## src/rtl/psg_bus_sequencer_if.sv

```systemverilog
// rtl/psg_bus_sequencer_if.sv - requester handshakes and sound-chip write bus
interface psg_bus_sequencer_if;
  logic       saa_enabled;
  logic       z_req;
  logic [1:0] z_sel;
  logic       z_a0;
  logic [7:0] z_data;
  logic       z_ack;
  logic       a_req;
  logic [1:0] a_sel;
  logic       a_a0;
  logic [7:0] a_data;
  logic       a_ack;
  logic [7:0] bus_d;
  logic       bus_a0;
  logic [1:0] ym_cs_n;
  logic       saa_cs_n;
  logic       wr_n;
  logic       bus_oe;
  logic       busy;

  // Requester/environment side
  modport master (
    output saa_enabled,
    output z_req, z_sel, z_a0, z_data,
    output a_req, a_sel, a_a0, a_data,
    input  z_ack, a_ack,
    input  bus_d, bus_a0, ym_cs_n, saa_cs_n, wr_n, bus_oe, busy
  );

  // Sequencer side
  modport slave (
    input  saa_enabled,
    input  z_req, z_sel, z_a0, z_data,
    input  a_req, a_sel, a_a0, a_data,
    output z_ack, a_ack,
    output bus_d, bus_a0, ym_cs_n, saa_cs_n, wr_n, bus_oe, busy
  );
endinterface

```

## src/rtl/psg_bus_sequencer.sv

```systemverilog
// rtl/psg_bus_sequencer.sv - arbitrates two requesters onto the YM2203/SAA1099 write bus
module psg_bus_sequencer #(
  parameter int SETUP_CYC   = 2,
  parameter int WR_CYC      = 4,
  parameter int HOLD_CYC    = 2,
  parameter int REC_YM_ADDR = 288,
  parameter int REC_YM_DATA = 1344,
  parameter int REC_SAA     = 8
) (
  input  logic                 fclk,
  input  logic                 rst_n,
  psg_bus_sequencer_if.slave   bus
);

  typedef enum logic [2:0] {
    S_IDLE,
    S_SETUP,
    S_STROBE,
    S_HOLD,
    S_RECOVER
  } state_t;

  // Target code 3 marks a write that has no chip to talk to
  localparam logic [1:0] TGT_SAA  = 2'd2;
  localparam logic [1:0] TGT_NULL = 2'd3;

  state_t      state_q, state_d;
  logic [10:0] cnt_q, cnt_d;
  logic [1:0]  tgt_q, tgt_d;
  logic        last_grant_q, last_grant_d;   // 1 = aux requester
  logic [1:0]  ym_cs_n_q, ym_cs_n_d;
  logic        saa_cs_n_q, saa_cs_n_d;
  logic        wr_n_q, wr_n_d;
  logic        bus_oe_q, bus_oe_d;
  logic [7:0]  bus_d_q, bus_d_d;
  logic        bus_a0_q, bus_a0_d;
  logic        z_ack_q, z_ack_d;
  logic        a_ack_q, a_ack_d;
  logic        busy_q, busy_d;

  logic        z_pend, a_pend, pick_aux, g_null, g_a0;
  logic [1:0]  g_sel;
  logic [7:0]  g_data;
  logic [10:0] rec_cnt;

  // Next-state, arbitration and registered-output computation
  always_comb begin
    state_d      = state_q;
    cnt_d        = cnt_q;
    tgt_d        = tgt_q;
    last_grant_d = last_grant_q;
    ym_cs_n_d    = ym_cs_n_q;
    saa_cs_n_d   = saa_cs_n_q;
    wr_n_d       = wr_n_q;
    bus_oe_d     = bus_oe_q;
    bus_d_d      = bus_d_q;
    bus_a0_d     = bus_a0_q;
    z_ack_d      = 1'b0;
    a_ack_d      = 1'b0;

    // A requester whose ack is visible this cycle has not yet had a chance
    // to drop req, so it is not treated as pending.
    z_pend   = bus.z_req && !z_ack_q;
    a_pend   = bus.a_req && !a_ack_q;
    pick_aux = a_pend && (!z_pend || !last_grant_q);
    g_sel    = pick_aux ? bus.a_sel  : bus.z_sel;
    g_a0     = pick_aux ? bus.a_a0   : bus.z_a0;
    g_data   = pick_aux ? bus.a_data : bus.z_data;
    g_null   = (g_sel == TGT_NULL) || ((g_sel == TGT_SAA) && !bus.saa_enabled);

    if (tgt_q == TGT_SAA) begin
      rec_cnt = 11'(REC_SAA);
    end else if (bus_a0_q) begin
      rec_cnt = 11'(REC_YM_DATA);
    end else begin
      rec_cnt = 11'(REC_YM_ADDR);
    end

    case (state_q)
      S_IDLE: begin
        if (z_pend || a_pend) begin
          last_grant_d = pick_aux;
          cnt_d        = 11'(SETUP_CYC);
          state_d      = S_SETUP;
          if (g_null) begin
            tgt_d = TGT_NULL;
          end else begin
            tgt_d      = g_sel;
            bus_d_d    = g_data;
            bus_a0_d   = g_a0;
            bus_oe_d   = 1'b1;
            ym_cs_n_d  = {g_sel != 2'd1, g_sel != 2'd0};
            saa_cs_n_d = (g_sel != TGT_SAA);
          end
        end
      end
      S_SETUP: begin
        if (tgt_q == TGT_NULL) begin
          z_ack_d = !last_grant_q;
          a_ack_d = last_grant_q;
          state_d = S_IDLE;
        end else if (cnt_q <= 11'd1) begin
          wr_n_d  = 1'b0;
          cnt_d   = 11'(WR_CYC);
          state_d = S_STROBE;
        end else begin
          cnt_d = cnt_q - 11'd1;
        end
      end
      S_STROBE: begin
        if (cnt_q <= 11'd1) begin
          wr_n_d  = 1'b1;
          cnt_d   = 11'(HOLD_CYC);
          state_d = S_HOLD;
        end else begin
          cnt_d = cnt_q - 11'd1;
        end
      end
      S_HOLD: begin
        if (cnt_q <= 11'd1) begin
          ym_cs_n_d  = 2'b11;
          saa_cs_n_d = 1'b1;
          bus_oe_d   = 1'b0;
          z_ack_d    = !last_grant_q;
          a_ack_d    = last_grant_q;
          cnt_d      = rec_cnt;
          state_d    = S_RECOVER;
        end else begin
          cnt_d = cnt_q - 11'd1;
        end
      end
      S_RECOVER: begin
        if (cnt_q <= 11'd1) begin
          state_d = S_IDLE;
        end else begin
          cnt_d = cnt_q - 11'd1;
        end
      end
      default: state_d = S_IDLE;
    endcase

    busy_d = (state_d != S_IDLE);
  end

  // State and output registers
  always_ff @(posedge fclk or negedge rst_n) begin
    if (!rst_n) begin
      state_q      <= S_IDLE;
      cnt_q        <= '0;
      tgt_q        <= TGT_NULL;
      last_grant_q <= 1'b1;
      ym_cs_n_q    <= 2'b11;
      saa_cs_n_q   <= 1'b1;
      wr_n_q       <= 1'b1;
      bus_oe_q     <= 1'b0;
      bus_d_q      <= '0;
      bus_a0_q     <= 1'b0;
      z_ack_q      <= 1'b0;
      a_ack_q      <= 1'b0;
      busy_q       <= 1'b0;
    end else begin
      state_q      <= state_d;
      cnt_q        <= cnt_d;
      tgt_q        <= tgt_d;
      last_grant_q <= last_grant_d;
      ym_cs_n_q    <= ym_cs_n_d;
      saa_cs_n_q   <= saa_cs_n_d;
      wr_n_q       <= wr_n_d;
      bus_oe_q     <= bus_oe_d;
      bus_d_q      <= bus_d_d;
      bus_a0_q     <= bus_a0_d;
      z_ack_q      <= z_ack_d;
      a_ack_q      <= a_ack_d;
      busy_q       <= busy_d;
    end
  end

  assign bus.ym_cs_n  = ym_cs_n_q;
  assign bus.saa_cs_n = saa_cs_n_q;
  assign bus.wr_n     = wr_n_q;
  assign bus.bus_oe   = bus_oe_q;
  assign bus.bus_d    = bus_d_q;
  assign bus.bus_a0   = bus_a0_q;
  assign bus.z_ack    = z_ack_q;
  assign bus.a_ack    = a_ack_q;
  assign bus.busy     = busy_q;

endmodule

```

## src/flat_wrapper.sv

```systemverilog
// flat-port wrapper written by rule: the top's interface ports become plain ports
module psg_bus_sequencer_flat 
#(
  parameter int SETUP_CYC   = 2,
  parameter int WR_CYC      = 4,
  parameter int HOLD_CYC    = 2,
  parameter int REC_YM_ADDR = 288,
  parameter int REC_YM_DATA = 1344,
  parameter int REC_SAA     = 8
)
  (fclk, rst_n, bus_saa_enabled, bus_z_req, bus_z_sel, bus_z_a0, bus_z_data, bus_a_req, bus_a_sel, bus_a_a0, bus_a_data, bus_z_ack, bus_a_ack, bus_bus_d, bus_bus_a0, bus_ym_cs_n, bus_saa_cs_n, bus_wr_n, bus_bus_oe, bus_busy);
  psg_bus_sequencer_if bus_i ();
  input  logic fclk;
  input  logic rst_n;
  input wire logic [$bits(bus_i.saa_enabled)-1:0] bus_saa_enabled;
  input wire logic [$bits(bus_i.z_req)-1:0] bus_z_req;
  input wire logic [$bits(bus_i.z_sel)-1:0] bus_z_sel;
  input wire logic [$bits(bus_i.z_a0)-1:0] bus_z_a0;
  input wire logic [$bits(bus_i.z_data)-1:0] bus_z_data;
  input wire logic [$bits(bus_i.a_req)-1:0] bus_a_req;
  input wire logic [$bits(bus_i.a_sel)-1:0] bus_a_sel;
  input wire logic [$bits(bus_i.a_a0)-1:0] bus_a_a0;
  input wire logic [$bits(bus_i.a_data)-1:0] bus_a_data;
  output wire logic [$bits(bus_i.z_ack)-1:0] bus_z_ack;
  output wire logic [$bits(bus_i.a_ack)-1:0] bus_a_ack;
  output wire logic [$bits(bus_i.bus_d)-1:0] bus_bus_d;
  output wire logic [$bits(bus_i.bus_a0)-1:0] bus_bus_a0;
  output wire logic [$bits(bus_i.ym_cs_n)-1:0] bus_ym_cs_n;
  output wire logic [$bits(bus_i.saa_cs_n)-1:0] bus_saa_cs_n;
  output wire logic [$bits(bus_i.wr_n)-1:0] bus_wr_n;
  output wire logic [$bits(bus_i.bus_oe)-1:0] bus_bus_oe;
  output wire logic [$bits(bus_i.busy)-1:0] bus_busy;
  assign bus_i.saa_enabled = bus_saa_enabled;
  assign bus_i.z_req = bus_z_req;
  assign bus_i.z_sel = bus_z_sel;
  assign bus_i.z_a0 = bus_z_a0;
  assign bus_i.z_data = bus_z_data;
  assign bus_i.a_req = bus_a_req;
  assign bus_i.a_sel = bus_a_sel;
  assign bus_i.a_a0 = bus_a_a0;
  assign bus_i.a_data = bus_a_data;
  assign bus_z_ack = bus_i.z_ack;
  assign bus_a_ack = bus_i.a_ack;
  assign bus_bus_d = bus_i.bus_d;
  assign bus_bus_a0 = bus_i.bus_a0;
  assign bus_ym_cs_n = bus_i.ym_cs_n;
  assign bus_saa_cs_n = bus_i.saa_cs_n;
  assign bus_wr_n = bus_i.wr_n;
  assign bus_bus_oe = bus_i.bus_oe;
  assign bus_busy = bus_i.busy;
  psg_bus_sequencer #(.SETUP_CYC(SETUP_CYC), .WR_CYC(WR_CYC), .HOLD_CYC(HOLD_CYC), .REC_YM_ADDR(REC_YM_ADDR), .REC_YM_DATA(REC_YM_DATA), .REC_SAA(REC_SAA)) u_core (.fclk(fclk), .rst_n(rst_n), .bus(bus_i));
endmodule
```

## config.mk

```make
export PLATFORM = sky130hd
export DESIGN_NAME = psg_bus_sequencer_flat
export DESIGN_NICKNAME = d
export VERILOG_FILES = /design/src/rtl/psg_bus_sequencer_if.sv /design/src/rtl/psg_bus_sequencer.sv /design/src/flat_wrapper.sv
export SDC_FILE = /design/constraint.sdc
export NUM_CORES = 1
export LEC_CHECK = 0
export CAP_MARGIN = 20
export CORE_UTILIZATION = 47
export CTS_BUF_LIST = sky130_fd_sc_hd__clkbuf_4 sky130_fd_sc_hd__clkbuf_8
export DETAILED_ROUTE_END_ITERATION = 16
export HOLD_SLACK_MARGIN = 0.08
export PLACE_DENSITY = 0.78
export RECOVER_POWER = 100
export SYNTH_ARGS = -nofsm -noshare
export SYNTH_HDL_FRONTEND = slang
export SYNTH_SLANG_ARGS = --single-unit
export TNS_END_PERCENT = 50
```

## constraint.sdc

```tcl
create_clock -name fclk -period 1.9 [get_ports fclk]
set_input_delay 0.38 -clock fclk [delete_from_list [all_inputs] [get_ports fclk]]
set_output_delay 0.38 -clock fclk [all_outputs]
set_load 0.02 [all_outputs]
```

==> results.md <==
* Status: finished with violations
* Failing checks: negative setup slack
* Crit-path cells: buf_4 -> or4_4 -> or3_4 -> nor2_1 -> o21ai_0 -> a32o_1
* Post-route DRC at 0
* Largest net degree at the start of global routing at 35
* First-pass GRT wire length at 8270 um
* DRT antenna net count at 0
* GP Congestion at 0.867
* Rel. slew slack at 43.6%
* Most frequent cells in the layout: 35 x buf_4, 27 x clkdlybuf4s50_1, 27 x dfrtp_1
* Worst path required time at 2.07 ns
* Die X at 67.2 um
* FF+latch count, synth at 34
* Cell leakage power at 1.33 nW
* Crit Path Max Fanout at 5
* Post-layout min period at 1.91 ns
* Clk root buf: clkbuf_8
* Synthesized Nets at 226
* H-tree Lvls at 2
* Final WS setup at -0.0133 ns
* Critical path class: flip-flop to flip-flop
* Worst setup EP type: flip-flop
* DRT iter0 DRCs at 165
* Vias/cell at 5.77
* Via count at 1903
* Worst vdd ir at 840 uV
* Mapped Cells at 197
* Measured slew at the worst slew-check pin at 0.846 ns
* WL/cell at 15.8 um
* Vias in the first global route at 1819
* Synth cell types at 63
* Post-Route WL at 5210 um
* Ys async rst share at 100%
* Num ports at 44
* CTS tree: done
* Layout area overhead at 51.0%
* CP max stage delay at 0.52 ns
* Core Area at 4030 um2
* IO Port Bufs at 43
* Placed wire-length estimate at 3500 um
* Worst-skew pair later-pin latency at 0.29 ns
* Crit path launch: u_core.cnt_q[1]$_DFFE_PN0P_
* # setup viols final at 1
* 1st-pass router iterations at 4
* Fin crit share at 101%
* Type of origin of the critical path: flip-flop
* Yosys top cell by area: dfrtp_1
* Antenna violations before repair at 0
* DP Worst Slack at -0.391 ns
* GRT Total Usage at 24.7%
* Main area contributors after synthesis: dfrtp_1 34%, dfstp_2 9.2%, mux2_2 6.2%
* Net count, final at 308
* CTS sink count at 34
* RSZ-0062 raised after global routing: yes
* Num CTS Buffers at 5
* Fmax at 0.523 GHz
* Max cap viols at 0
* CP max-delay cell: or4_4
* Slew Viols, Final at 0
* PD cells at 1760 nW/um2
* Longest Clk Path Bufs at 2
* Cell Area, Synth at 2000 um2
* Layout cells sized above 1 at 35.0%
* Fin Hold WS at 0.478 ns
* Worst Skew at 0.00901 ns
* Worst Min Path Start: u_core.bus.bus_oe$_DFFE_PN0P_
* Reg-to-reg startpoint: u_core.cnt_q[1]$_DFFE_PN0P_
* Yosys top cell area share at 33.8%
* Min-delay worst type: flip-flop to flip-flop
* Cell Rows at 23
* Final hold vios at 0
* Worst-path clk slew at 0.07 ns
* Initial Util at 49.6%
* YS warnings at 0
* Post-synthesis sequential area ratio at 43.0%
* Avg Cell Area, Syn at 10.1 um2
* Post-synth EDFFs at 0
* Critical path arrival at 2.09 ns
* Remaining Overflow, GRT at 0
* Top_reg_cell synth: dfrtp_1
* Most common cell after layout, fill and taps aside: buf_4
* Die area at 4520 um2
* Antenna cells at 0
* Die height at 67.2 um
==> Yosys cell counts (all sizes together), types with 2 or more instances <==
cell type and instances:
dfrtp 27, mux2 19, nand2 16, nor2 14, o21ai 12, nor3 8, a21oi 7, dfstp 7
and2 5, buf 5, clkbuf 5, inv 5, and3 4, nor2b 4, o21a 4, a22o 3
a32o 3, mux2i 3, nand3 3, o21bai 3, a211oi 2, a21bo 2, a311oi 2, ha 2
nand4 2, nand4b 2, o31a 2, o31ai 2, or3 2, or4 2
==> registers in the layout (all words and copies together) (netlist names), 2 cells and up <==
register	flops
u_core.cnt_q	11
u_core.bus.ym_cs_n	2
u_core.tgt_q	2
u_core.bus.bus_d	8
u_core.state_q	3
==> logic make-up (layout without fill, tap and decap cells) <==
family	count (synthesis)	in the layout	share of synthesized area (%)
AOI/OAI and AO/OA	53	53	19.5
xor gates and xnor gates	1	1	0.438
adders and majority gates	2	2	1.25
buffers and inverters	15	98	3.76
DFF	34	34	43.0
muxes	22	22	12.4
and+or+nand+nor	70	70	19.7
==> path summary, 6_finish.rpt <==
path / endpoint / slack [ns] / cells past startpoint
worst max-delay path: u_core.cnt_q[7]$_DFFE_PN0P_ / -0.01 / 6
worst min-delay path: u_core.bus.bus_oe$_DFFE_PN0P_ / 0.48 / 2
max in group asynchronous: u_core.bus.bus_d[6]$_DFFE_PN0P_ / 0.65 / 2
worst max register to register: u_core.cnt_q[7]$_DFFE_PN0P_ / -0.01 / 6
min in group asynchronous: u_core.cnt_q[0]$_DFFE_PN0P_ / 0.71 / 2
worst min register to register: u_core.bus.bus_oe$_DFFE_PN0P_ / 0.48 / 2
==> report_power, final <==
part           total (mW)  switching, mW  leakage [nW]  internal, mW
clock               0.568          0.265        0.0498         0.303
sequential           1.38          0.300         0.407          1.08
combinational        3.37           1.63         0.876          1.75
==> layout make-up <==
| class | instances | area (um2) |
|---|---|---|
| fill | 279 | 1010 |
| multi-input combinational | 148 | 1220 |
| clock buffer | 8 | 91.3 |
| sequential | 34 | 860 |
| timing repair buffer | 85 | 756 |
| inverter | 5 | 23.8 |
| tap | 50 | 62.6 |
==> metal layers <==
layer,part of all wire (%),track usage (%),up-vias
met1,41,32.2,915
met3,7.1,7.26,12
met4,2.2,11.2,0
met5,0,0,-
li1,-,-,900
met2,50,37.8,76
==> per-stage QoR <==
stage	power (mW)	setup TNS, ns	std cells	instance area, um2	util (%)
floorplan	3.11	-0.0241	197	2000	-
CTS	5.11	0	326	2910	72.1
global placement	4.20	-5.95	315	2700	67.0
global route	5.67	-0.307	330	3020	74.9
finish	5.32	-0.0133	330	3020	74.9
detailed placement	4.26	-6.59	315	2700	67.0
==> worst max-delay path, delay by kind of cell, from the launching register on <==
kind / cells / cell delay, ns
DFF: 1 / 0.38
buffers and inverters: 1 / 0.16
and+or+nand+nor: 3 / 0.97
AOI/OAI and AO/OA: 2 / 0.28
==> repair_timing <==
action | 4_1_cts | 5_1_grt
buffers inserted | 2 | 4
pin swaps | 5 | 14
gates cloned | 1 | 0
setup endpoints to repair | 19 | 16
resized for setup | 29 | 21
hold buffers | 0 | 0
hold endpoints to repair | 0 | 0
No activity file was read; power rests on OpenSTA's default activity.
